File: src/rtl/epl_correlator.sv
// ---------------------------------------------------------------------------
// epl_correlator
//   Early/prompt/late correlator for one tracking channel. Each baseband I/Q
//   sample is multiplied by the early, prompt and late C/A chips (chip 0 means
//   +1, chip 1 means -1). The six products (IE, IP, IL, QE, QP, QL) are
//   integrated with saturation over one code period. On dump_enable the sums
//   are latched to the outputs and the accumulators restart.
//
// Ports
//   clk, rstn          clock, asynchronous active-low reset
//   prn_key_enable     synchronous channel restart (clears all state)
//   sample_enable      i_bb/q_bb and chips valid this cycle
//   i_bb, q_bb         signed baseband samples (IN_W bits)
//   early/prompt/late  code chips aligned with the sample
//   dump_enable        code-period boundary pulse
//   status_read        bus has consumed the latched results
//   i_*/q_*            latched correlations (ACC_W bits, signed)
//   accum_ready        new results latched and not yet read
//   accum_ovf          a latched result saturated during its period
//   missed_dump        a dump overwrote results that were never read
// ---------------------------------------------------------------------------
module epl_correlator #(
  parameter int IN_W  = 3,
  parameter int ACC_W = 16
) (
  input  logic             clk,
  input  logic             rstn,
  input  logic             prn_key_enable,
  input  logic             sample_enable,
  input  logic [IN_W-1:0]  i_bb,
  input  logic [IN_W-1:0]  q_bb,
  input  logic             early,
  input  logic             prompt,
  input  logic             late,
  input  logic             dump_enable,
  input  logic             status_read,
  output logic [ACC_W-1:0] i_early,
  output logic [ACC_W-1:0] i_prompt,
  output logic [ACC_W-1:0] i_late,
  output logic [ACC_W-1:0] q_early,
  output logic [ACC_W-1:0] q_prompt,
  output logic [ACC_W-1:0] q_late,
  output logic             accum_ready,
  output logic             accum_ovf,
  output logic             missed_dump
);

  // Sums are formed one bit wider than the accumulator so that overflow shows
  // up as a disagreement between the two top bits.
  localparam int SW = ACC_W + 1;
  localparam logic signed [ACC_W-1:0] ACC_MAX = {1'b0, {(ACC_W-1){1'b1}}};
  localparam logic signed [ACC_W-1:0] ACC_MIN = {1'b1, {(ACC_W-1){1'b0}}};

  // Index map shared by all arrays: 0 IE, 1 IP, 2 IL, 3 QE, 4 QP, 5 QL.
  logic signed [IN_W-1:0]  samp_s    [6];
  logic                    chip_s    [6];
  logic signed [SW-1:0]    prod_s    [6];
  logic signed [SW-1:0]    sum_s     [6];
  logic signed [ACC_W-1:0] sat_s     [6];
  logic                    any_sat_s;

  logic signed [ACC_W-1:0] acc_r     [6];
  logic signed [ACC_W-1:0] res_r     [6];
  logic                    ovf_r;
  logic                    ready_r;
  logic                    ovf_out_r;
  logic                    missed_r;

  // Sign-extend first, then negate: -(-2^(IN_W-1)) is representable at SW bits.
  function automatic logic signed [SW-1:0] chip_product(
    input logic signed [IN_W-1:0] s,
    input logic                   c
  );
    logic signed [SW-1:0] ext;
    ext = {{(SW-IN_W){s[IN_W-1]}}, s};
    if (c) begin
      chip_product = -ext;
    end else begin
      chip_product = ext;
    end
  endfunction

  // Clamp a widened sum back into the accumulator range.
  function automatic logic signed [ACC_W-1:0] saturate(input logic signed [SW-1:0] v);
    if (v[SW-1] == v[SW-2]) begin
      saturate = v[ACC_W-1:0];
    end else if (v[SW-1]) begin
      saturate = ACC_MIN;
    end else begin
      saturate = ACC_MAX;
    end
  endfunction

  assign samp_s[0] = $signed(i_bb);
  assign samp_s[1] = $signed(i_bb);
  assign samp_s[2] = $signed(i_bb);
  assign samp_s[3] = $signed(q_bb);
  assign samp_s[4] = $signed(q_bb);
  assign samp_s[5] = $signed(q_bb);
  assign chip_s[0] = early;
  assign chip_s[1] = prompt;
  assign chip_s[2] = late;
  assign chip_s[3] = early;
  assign chip_s[4] = prompt;
  assign chip_s[5] = late;

  // Products, widened sums, saturated next values and the overflow summary.
  always_comb begin
    any_sat_s = 1'b0;
    for (int k = 0; k < 6; k++) begin
      prod_s[k] = chip_product(samp_s[k], chip_s[k]);
      sum_s[k]  = {acc_r[k][ACC_W-1], acc_r[k]} + prod_s[k];
      sat_s[k]  = saturate(sum_s[k]);
      if (sum_s[k][SW-1] != sum_s[k][SW-2]) begin
        any_sat_s = 1'b1;
      end else begin
        any_sat_s = any_sat_s;
      end
    end
  end

  // Accumulators, dump latches and status flags.
  always_ff @(posedge clk or negedge rstn) begin
    if (!rstn) begin
      for (int k = 0; k < 6; k++) begin
        acc_r[k] <= '0;
        res_r[k] <= '0;
      end
      ovf_r     <= 1'b0;
      ready_r   <= 1'b0;
      ovf_out_r <= 1'b0;
      missed_r  <= 1'b0;
    end else if (prn_key_enable) begin
      for (int k = 0; k < 6; k++) begin
        acc_r[k] <= '0;
        res_r[k] <= '0;
      end
      ovf_r     <= 1'b0;
      ready_r   <= 1'b0;
      ovf_out_r <= 1'b0;
      missed_r  <= 1'b0;
    end else begin
      if (dump_enable) begin
        // The sample arriving with the dump opens the next period; a single
        // product is far inside the accumulator range, so no clamp is needed.
        for (int k = 0; k < 6; k++) begin
          res_r[k] <= acc_r[k];
          if (sample_enable) begin
            acc_r[k] <= prod_s[k][ACC_W-1:0];
          end else begin
            acc_r[k] <= '0;
          end
        end
        ovf_out_r <= ovf_r;
        ovf_r     <= 1'b0;
      end else if (sample_enable) begin
        for (int k = 0; k < 6; k++) begin
          acc_r[k] <= sat_s[k];
        end
        ovf_r <= ovf_r | any_sat_s;
      end else begin
        ovf_r <= ovf_r;
      end

      if (dump_enable) begin
        ready_r <= 1'b1;
      end else if (status_read) begin
        ready_r <= 1'b0;
      end else begin
        ready_r <= ready_r;
      end

      // A coincident read means the old results were consumed, so no miss.
      if (dump_enable && ready_r && !status_read) begin
        missed_r <= 1'b1;
      end else if (status_read) begin
        missed_r <= 1'b0;
      end else begin
        missed_r <= missed_r;
      end
    end
  end

  assign i_early     = res_r[0];
  assign i_prompt    = res_r[1];
  assign i_late      = res_r[2];
  assign q_early     = res_r[3];
  assign q_prompt    = res_r[4];
  assign q_late      = res_r[5];
  assign accum_ready = ready_r;
  assign accum_ovf   = ovf_out_r;
  assign missed_dump = missed_r;

endmodule

File: config.mk
export PLATFORM = sky130hd
export DESIGN_NAME = epl_correlator
export DESIGN_NICKNAME = d
export VERILOG_FILES = /design/src/rtl/epl_correlator.sv
export SDC_FILE = /design/constraint.sdc
export NUM_CORES = 1
export LEC_CHECK = 0
export BUFFER_PORTS_ARGS = -buffer_cell sky130_fd_sc_hd__buf_2
export CORE_ASPECT_RATIO = 2
export CORE_MARGIN = 1
export CORE_UTILIZATION = 36
export CTS_CLUSTER_DIAMETER = 200
export DETAILED_ROUTE_END_ITERATION = 6
export PLACE_DENSITY_LB_ADDON = 0.15
export SLEW_MARGIN = 20
export SYNTH_ARGS = -nofsm -noshare
export SYNTH_HDL_FRONTEND = slang
export SYNTH_SLANG_ARGS = --single-unit
File: constraint.sdc
create_clock -name clk -period 3.35 [get_ports clk]
set_clock_uncertainty 0.2 [all_clocks]
set_input_delay 0.1675 -clock clk [delete_from_list [all_inputs] [get_ports clk]]
set_output_delay 0.1675 -clock clk [all_outputs]
set_load 0.05 [all_outputs]
==> qor.yml, run 1 <==
status: "complete, but fails checks"
relSlewSlack_pct: 34.35
syn_avg_cell_area_um2: 9.018
synth-seq-cells: 196
insertedDiodeCount: 0
syn_inst: 1506
synthAdderAreaFrac_pct: 11.28
wl_met2_mm: 27.02
io_pins: 114
cts_made_buffers: 17
area_delta_synth_final_pct: 46.67
yosysSeqAreaShare_pct: 36.12
cts-root-buf: "clkbuf_16"
cp.arrival_ns: 3.68
path_clk_slew_ns: 0.08
clock_sinks: 196
htree_levels: 4
synth_warnings: 0
crit_type: "register to register"
layout_common_cells: "buf_4, dfrtp_1, nor2_1"
worst_skew_pair.late_latency_ns: 0.47
wl_per_cell_um: 19.04
drc_errors: 0
min_period_ns: 3.533
finalWorstSetupSlack_ns: -0.1827
fill_cells: 3440
ys_async_sr_fraction_pct: 100.0
die_w_um: 139.3
synthMuxAreaShare_pct: 8.135
ant_nets: 0
wl_met1_mm: 16.71
setup_tns_ns: -2.483
grt_max_degree: 91
critPathCaptureType: "register"
synthFlopType: "dfrtp_1"
drt_iter0_drc: 555
grt_pass1_wl_mm: 74.55
core_area_um2: 37160
routabilityCongestion: 0.9108
first_global_vias: 14348
met3_length_mm: 1.068
synthSimpleGateAreaFrac_pct: 13.37
setup_viol: 24
synthXorXnorAreaFrac_pct: 5.334
grt_antenna_before_repair: 0
cts_tree: "done"
p_per_area_nw_per_um2: 577.2
row_count: 100
worstMarginPinSlew_ns: 0.9744
portBuffers: 113
clockBufferDepth: 2
required_ns: 3.50
dr.pass1.iters: 7
syn_area_um2: 13580
synth-edff-count: 0
synth_top_family_by_area: "compound AO/OA/AOI/OAI gates"
route.top_layer_used: "met4"
drive_gt1_share_pct: 38.39
chipHeight_um: 276.7
routed_wl_mm: 47.18
route.detailed.vias_per_inst: 5.366
hp-class: "input pin to register"
ir_drop_mv: 0.4031
slew_violations: 0
rsz0062_at_grt: "yes"
fp.dieArea_um2: 38550
syn_nets: 1639
layout_commonest_cell: "buf_4"
min_period_over_period_pct: 105.5
num_vias: 13298
cp_max_fo: 5
drv_cap: 0
synth_compound_area_share_pct: 22.24
synth.distinct_cells: 82
dp_hpwl_mm: 35.53
overflow: 0
violations: "setup timing"
fin_nets: 2139
hold_violations: 0
globalRouteTotalUtil_pct: 24.84
fmax_mhz: 283.1
initial_core_util_pct: 36.55
start_kind: "register"
leakage_nw: 9.961
dp_slack_ns: -0.8253
==> registers in the layout, indices dropped and copies added (netlist names), 16 cells and up <==
register	count
acc_r	96
i_early	16
i_late	16
i_prompt	16
q_early	16
q_late	16
q_prompt	16
==> cells in the mapped netlist (5+ instances only) <==
library cell | instances | area share [%]
nor2_1 | 202 | 5.6
dfrtp_1 | 196 | 36
a21oi_1 | 138 | 5.1
ha_1 | 112 | 10
mux2i_1 | 107 | 7.9
nand2_1 | 100 | 2.8
o21ai_0 | 79 | 2.9
inv_1 | 62 | 1.7
xnor2_1 | 48 | 3.1
clkbuf_1 | 44 | 1.2
o21ai_1 | 41 | 1.5
xor2_1 | 31 | 2.0
a21o_1 | 26 | 1.4
o211ai_1 | 23 | 1.3
o21a_1 | 22 | 1.2
nand2b_1 | 21 | 0.97
nor3_1 | 21 | 0.77
a221o_1 | 20 | 1.5
a211oi_1 | 14 | 0.77
a31oi_1 | 13 | 0.60
nand3_1 | 13 | 0.48
nor2b_1 | 12 | 0.55
o21bai_1 | 11 | 0.61
o31ai_1 | 11 | 0.61
or3_1 | 10 | 0.46
a22oi_1 | 8 | 0.44
buf_2 | 8 | 0.29
and2_1 | 7 | 0.32
buf_1 | 6 | 0.17
fa_1 | 6 | 0.88
o22ai_1 | 6 | 0.28
and3_1 | 5 | 0.23
o211a_1 | 5 | 0.37
o311ai_1 | 5 | 0.32
or2_2 | 5 | 0.23
==> cells by family (layout without fill, tap and decap cells) <==
logic type,Yosys count,in the layout
flops,196,196
xor+xnor,81,81
mux,109,109
buf+inv,123,636
simple gates,414,414
fa+ha+maj,119,119
compound gates,464,464
==> cell type report <==
type,count,area [um^2],area share (%)
Clock buffer,19,432.9,2.173
Multi-Input combinational cell,1187,9529,47.84
Clock inverter,13,151.4,0.7600
Inverter,64,300.3,1.508
Tap cell,459,574.3,2.883
Sequential cell,196,4905,24.62
Timing Repair Buffer,540,4026,20.21
==> timing repair <==
item	CTS	global route
gates cloned	0	0
hold buffers	6	0
setup buffers	32	32
endpoints found under the setup margin	64	89
gates resized for setup	94	122
pin swaps	57	82
endpoints found under the hold margin	108	0
==> path summary, 6_finish.rpt <==
check                          start          to  slack, ns  cells after the start
min in group asynchronous       rstn  q_early[7]       0.09                      2
max                        acc_r[17]   acc_r[20]      -0.18                     14
min reg2reg                q_late[7]   q_late[7]       0.32                      2
max reg2reg                acc_r[17]   acc_r[20]      -0.18                     14
min                          i_bb[0]   acc_r[80]       0.02                      4
max in group asynchronous       rstn   acc_r[86]       2.02                      3
==> through the flow <==
step | std cells | power [mW] | instance area, um^2 | hold WS, ns | util (%)
2_1_floorplan | 1506 | 6.128 | 14150 | -0.3281 | -
3_3_place_gp | 2381 | 8.293 | 17780 | 0.04223 | 47.84
3_5_place_dp | 2381 | 8.369 | 17780 | 0.04928 | 47.84
4_1_cts | 2450 | 10.98 | 19120 | 0.004046 | 51.46
5_1_grt | 2478 | 12.18 | 19920 | 0.03135 | 53.60
6_report | 2478 | 11.50 | 19920 | 0.01969 | 53.60
==> critical path, cell delays in order, from the launching register on <==
cell and delay [ns]:
dfrtp_1 0.42, buf_6 0.14, fa_2 0.40, a211oi_2 0.23, o211ai_1 0.17, a41oi_2 0.25, o21ai_2 0.11, o22ai_2 0.18
xor2_1 0.22, inv_1 0.12, ha_4 0.30, nand2b_4 0.08, mux2i_4 0.08, a22o_4 0.25, a221o_1 0.26
==> power by group <==
group	switching [mW]	internal, mW
sequential	0.301	2.66
combinational	3.31	3.08
clock	1.03	1.12
total	4.64	6.86
==> routing by layer <==
| layer | vias to the layer above | global-route usage (%) |
|---|---|---|
| met5 | - | 0 |
| met4 | 0 | 13.11 |
| met3 | 124 | 3.113 |
| met2 | 257 | 50.07 |
| met1 | 6483 | 23.77 |
| li1 | 6434 | - |
Power figures use the tool's default switching activity.
==> run 2: changes to the inputs <==
Settings changed: CORE_UTILIZATION 36 to 55.
==> run 2 against run 1 <==
  * The run still ends with setup timing left
  * Routed wire length is 4.0% higher
  * Core utilization up 27 points
  * Non-clock buffer count shrank 4
  * Power grew 1.9%
  * Global-route usage is 12 points higher
  * Combinational power increased by 3%
  * Sequential share of layout area rose by 0.38 points
  * Register-to-register slack gained 0.07 ns
  * Cell count decreased by 7.0%
  * First-iteration DRC count increased by 89%
  * Flip-flop and latch count did not move
  * Critical endpoint is now acc_r[34]
  * Largest cell class unchanged
==> qor.yml, run 2 (synthesis results as in run 1) <==
fin_nets: 2135
relSlewSlack_pct: 39.32
first_global_vias: 14533
crit_chain: "buf_12, inv_16, buf_6, nand3_4, ha_4, buf_6, a21oi_4, buf_4, buf_4, buf_4, ha_1, nand2_1, a211oi_2, o21bai_1, a31oi_1, xnor2_2, inv_2, ha_4, buf_4, o311ai_4, a21oi_2, nor3_2"
clock_sinks: 196
largest_reg_flops: 96
grt_antenna_before_repair: 0
swShare_pct: 41.26
path_buf_inv: 9
start_kind: "input pin"
crit_slowest_cell: "ha_1"
hold_violations: 0
routed_wl_mm: 49.06
min_period_ns: 3.511
min_period_over_period_pct: 104.8
p_int_mw: 6.879
critPathCaptureType: "register"
globalRouteTotalUtil_pct: 36.79
min-delay-start: "i_bb[0]"
htree_levels: 4
path_clk_slew_ns: 0.08
p_seq_share_pct: 25.3
fmax_mhz: 284.8
crit_type: "input pin to register"
chipHeight_um: 224.2
critPathMostFrequentCell: "buf_4"
finalWorstSetupSlack_ns: -0.1613
dp_hpwl_mm: 32.36
leakage_nw: 9.973
r2r-start: "acc_r[65]"
die_w_um: 113.1
area_delta_synth_final_pct: 44.47
drc_errors: 0
max_stage_delay_ns: 0.35
r2r_setup_slack_ns: -0.11
layout_common_cells: "buf_4, dfrtp_1, nor2_1"
drv_cap: 0
dpl_cell_area_um2: 17420
insertedDiodeCount: 0
grt_pass1_wl_mm: 72.46
cp_top_family: "compound AO/OA/AOI/OAI gates"
num_vias: 14357
route.detailed.vias_per_inst: 6.229
grt_max_degree: 89
dp_slack_ns: -0.8802
fin_util_pct: 80.66
dr.pass1.iters: 5
cp_max_fo: 5
cp.arrival_ns: 3.71
wl_per_cell_um: 21.28
whs_ns: 0.02109
rsz0062_at_grt: "yes"
ant_nets: 0
setup_tns_ns: -2.298
pwr-share-clk_pct: 18.5
overflow: 0
routabilityCongestion: 0.9275
worstMarginPinSlew_ns: 0.9032
crit_start: "q_bb[1]"
top_register: "acc_r"
portBuffers: 113
fill_cells: 1508
violations: "setup timing"
layout_commonest_cell: "buf_4"
status: "complete, but fails checks"
drive_gt1_share_pct: 38.71
ir_drop_mv: 0.4828
drt_iter0_drc: 1048
cts_made_buffers: 17
switchingPower_mw: 4.832
required_ns: 3.55
row_count: 81
worst_skew_pair.late_latency_ns: 0.48
final_area_um2: 19620
io_pins: 114
cts-root-buf: "clkbuf_16"
core_area_um2: 24320
initial_core_util_pct: 55.83
clockBufferDepth: 2
cts_tree: "done"
hp-class: "input pin to register"
p_per_area_nw_per_um2: 596.9
fp.dieArea_um2: 25360
slew_violations: 0
setup_viol: 36
pwr-share-comb_pct: 56.2
==> run 2: cell count changes in the layout (fill, tap and decap cells not counted), moves of 5 or more <==
cell,delta
o21ai_0,-6
a21oi_2,+7
o31ai_2,+5
ha_4,-6
a21oi_1,-8
buf_6,-9
o21ai_2,+5
==> run 2: final timing paths <==
check / to / cells after the start
max: acc_r[34] / 22
min: acc_r[80] / 4
max reg2reg: acc_r[66] / 16
min reg2reg: q_early[9] / 2
max in group asynchronous: q_prompt[13] / 3
min in group asynchronous: q_prompt[4] / 2
==> run 2: through the flow <==
stage / total power, mW / cells
6_report: 11.71 / 2305
3_3_place_gp: 8.100 / 2193
5_1_grt: 12.23 / 2305
2_1_floorplan: 6.128 / 1506
3_5_place_dp: 8.235 / 2193
4_1_cts: 10.89 / 2272
==> run 2: area by class of cell <==
| class | instances | area, um^2 | share of cell area (%) |
|---|---|---|---|
| clock buffer | 17 | 425.4 | 2.168 |
| clock inverter | 15 | 167.7 | 0.8545 |
| inverter | 64 | 282.8 | 1.441 |
| multi-input combinational | 1187 | 9514 | 48.49 |
| sequential | 196 | 4905 | 25.00 |
| tap | 290 | 362.8 | 1.849 |
| timing repair buffer | 536 | 3963 | 20.20 |
==> run 2: metal layers <==
metal | global-route usage (%) | routed length [um] | part of all wire [%] | vias to the layer above
met5 | 0 | 0 | 0 | -
met4 | 27.72 | 4316 | 8.8 | 0
met3 | 5.039 | 2792 | 5.7 | 317
met2 | 67.78 | 25770 | 53 | 676
met1 | 36.92 | 16180 | 33 | 6942
li1 | - | - | - | 6422
==> run 2: timing repair <==
| item | CTS | global route |
|---|---|---|
| endpoints found under the setup margin | 70 | 87 |
| hold endpoints to repair | 108 | 0 |
| hold buffers | 7 | 0 |
| setup buffers | 41 | 35 |
| pin swaps | 66 | 98 |
| resized for setup | 92 | 121 |
==> run 2: power groups by stage <==
stage	logic, mW	clock network, mW	registers [mW]
2_1_floorplan	2.92	0	3.21
3_3_place_gp	5.12	0	2.99
3_5_place_dp	5.24	0	2.99
4_1_cts	5.76	2.18	2.95
5_1_grt	6.98	2.26	2.99
6_report	6.58	2.17	2.96
==> run 2: worst register-to-register path: stages (launching register included) <==
cell and delay, ns:
dfrtp_1 0.40, buf_4 0.16, inv_1 0.09, fa_2 0.45, nor2b_2 0.19, o31a_1 0.18, o211a_1 0.21, a211oi_1 0.09
buf_4 0.16, a211oi_4 0.28, ha_4 0.27, buf_6 0.13, nor3b_2 0.16, a21oi_1 0.07, o31ai_2 0.07, nand2_1 0.10
a21oi_2 0.18
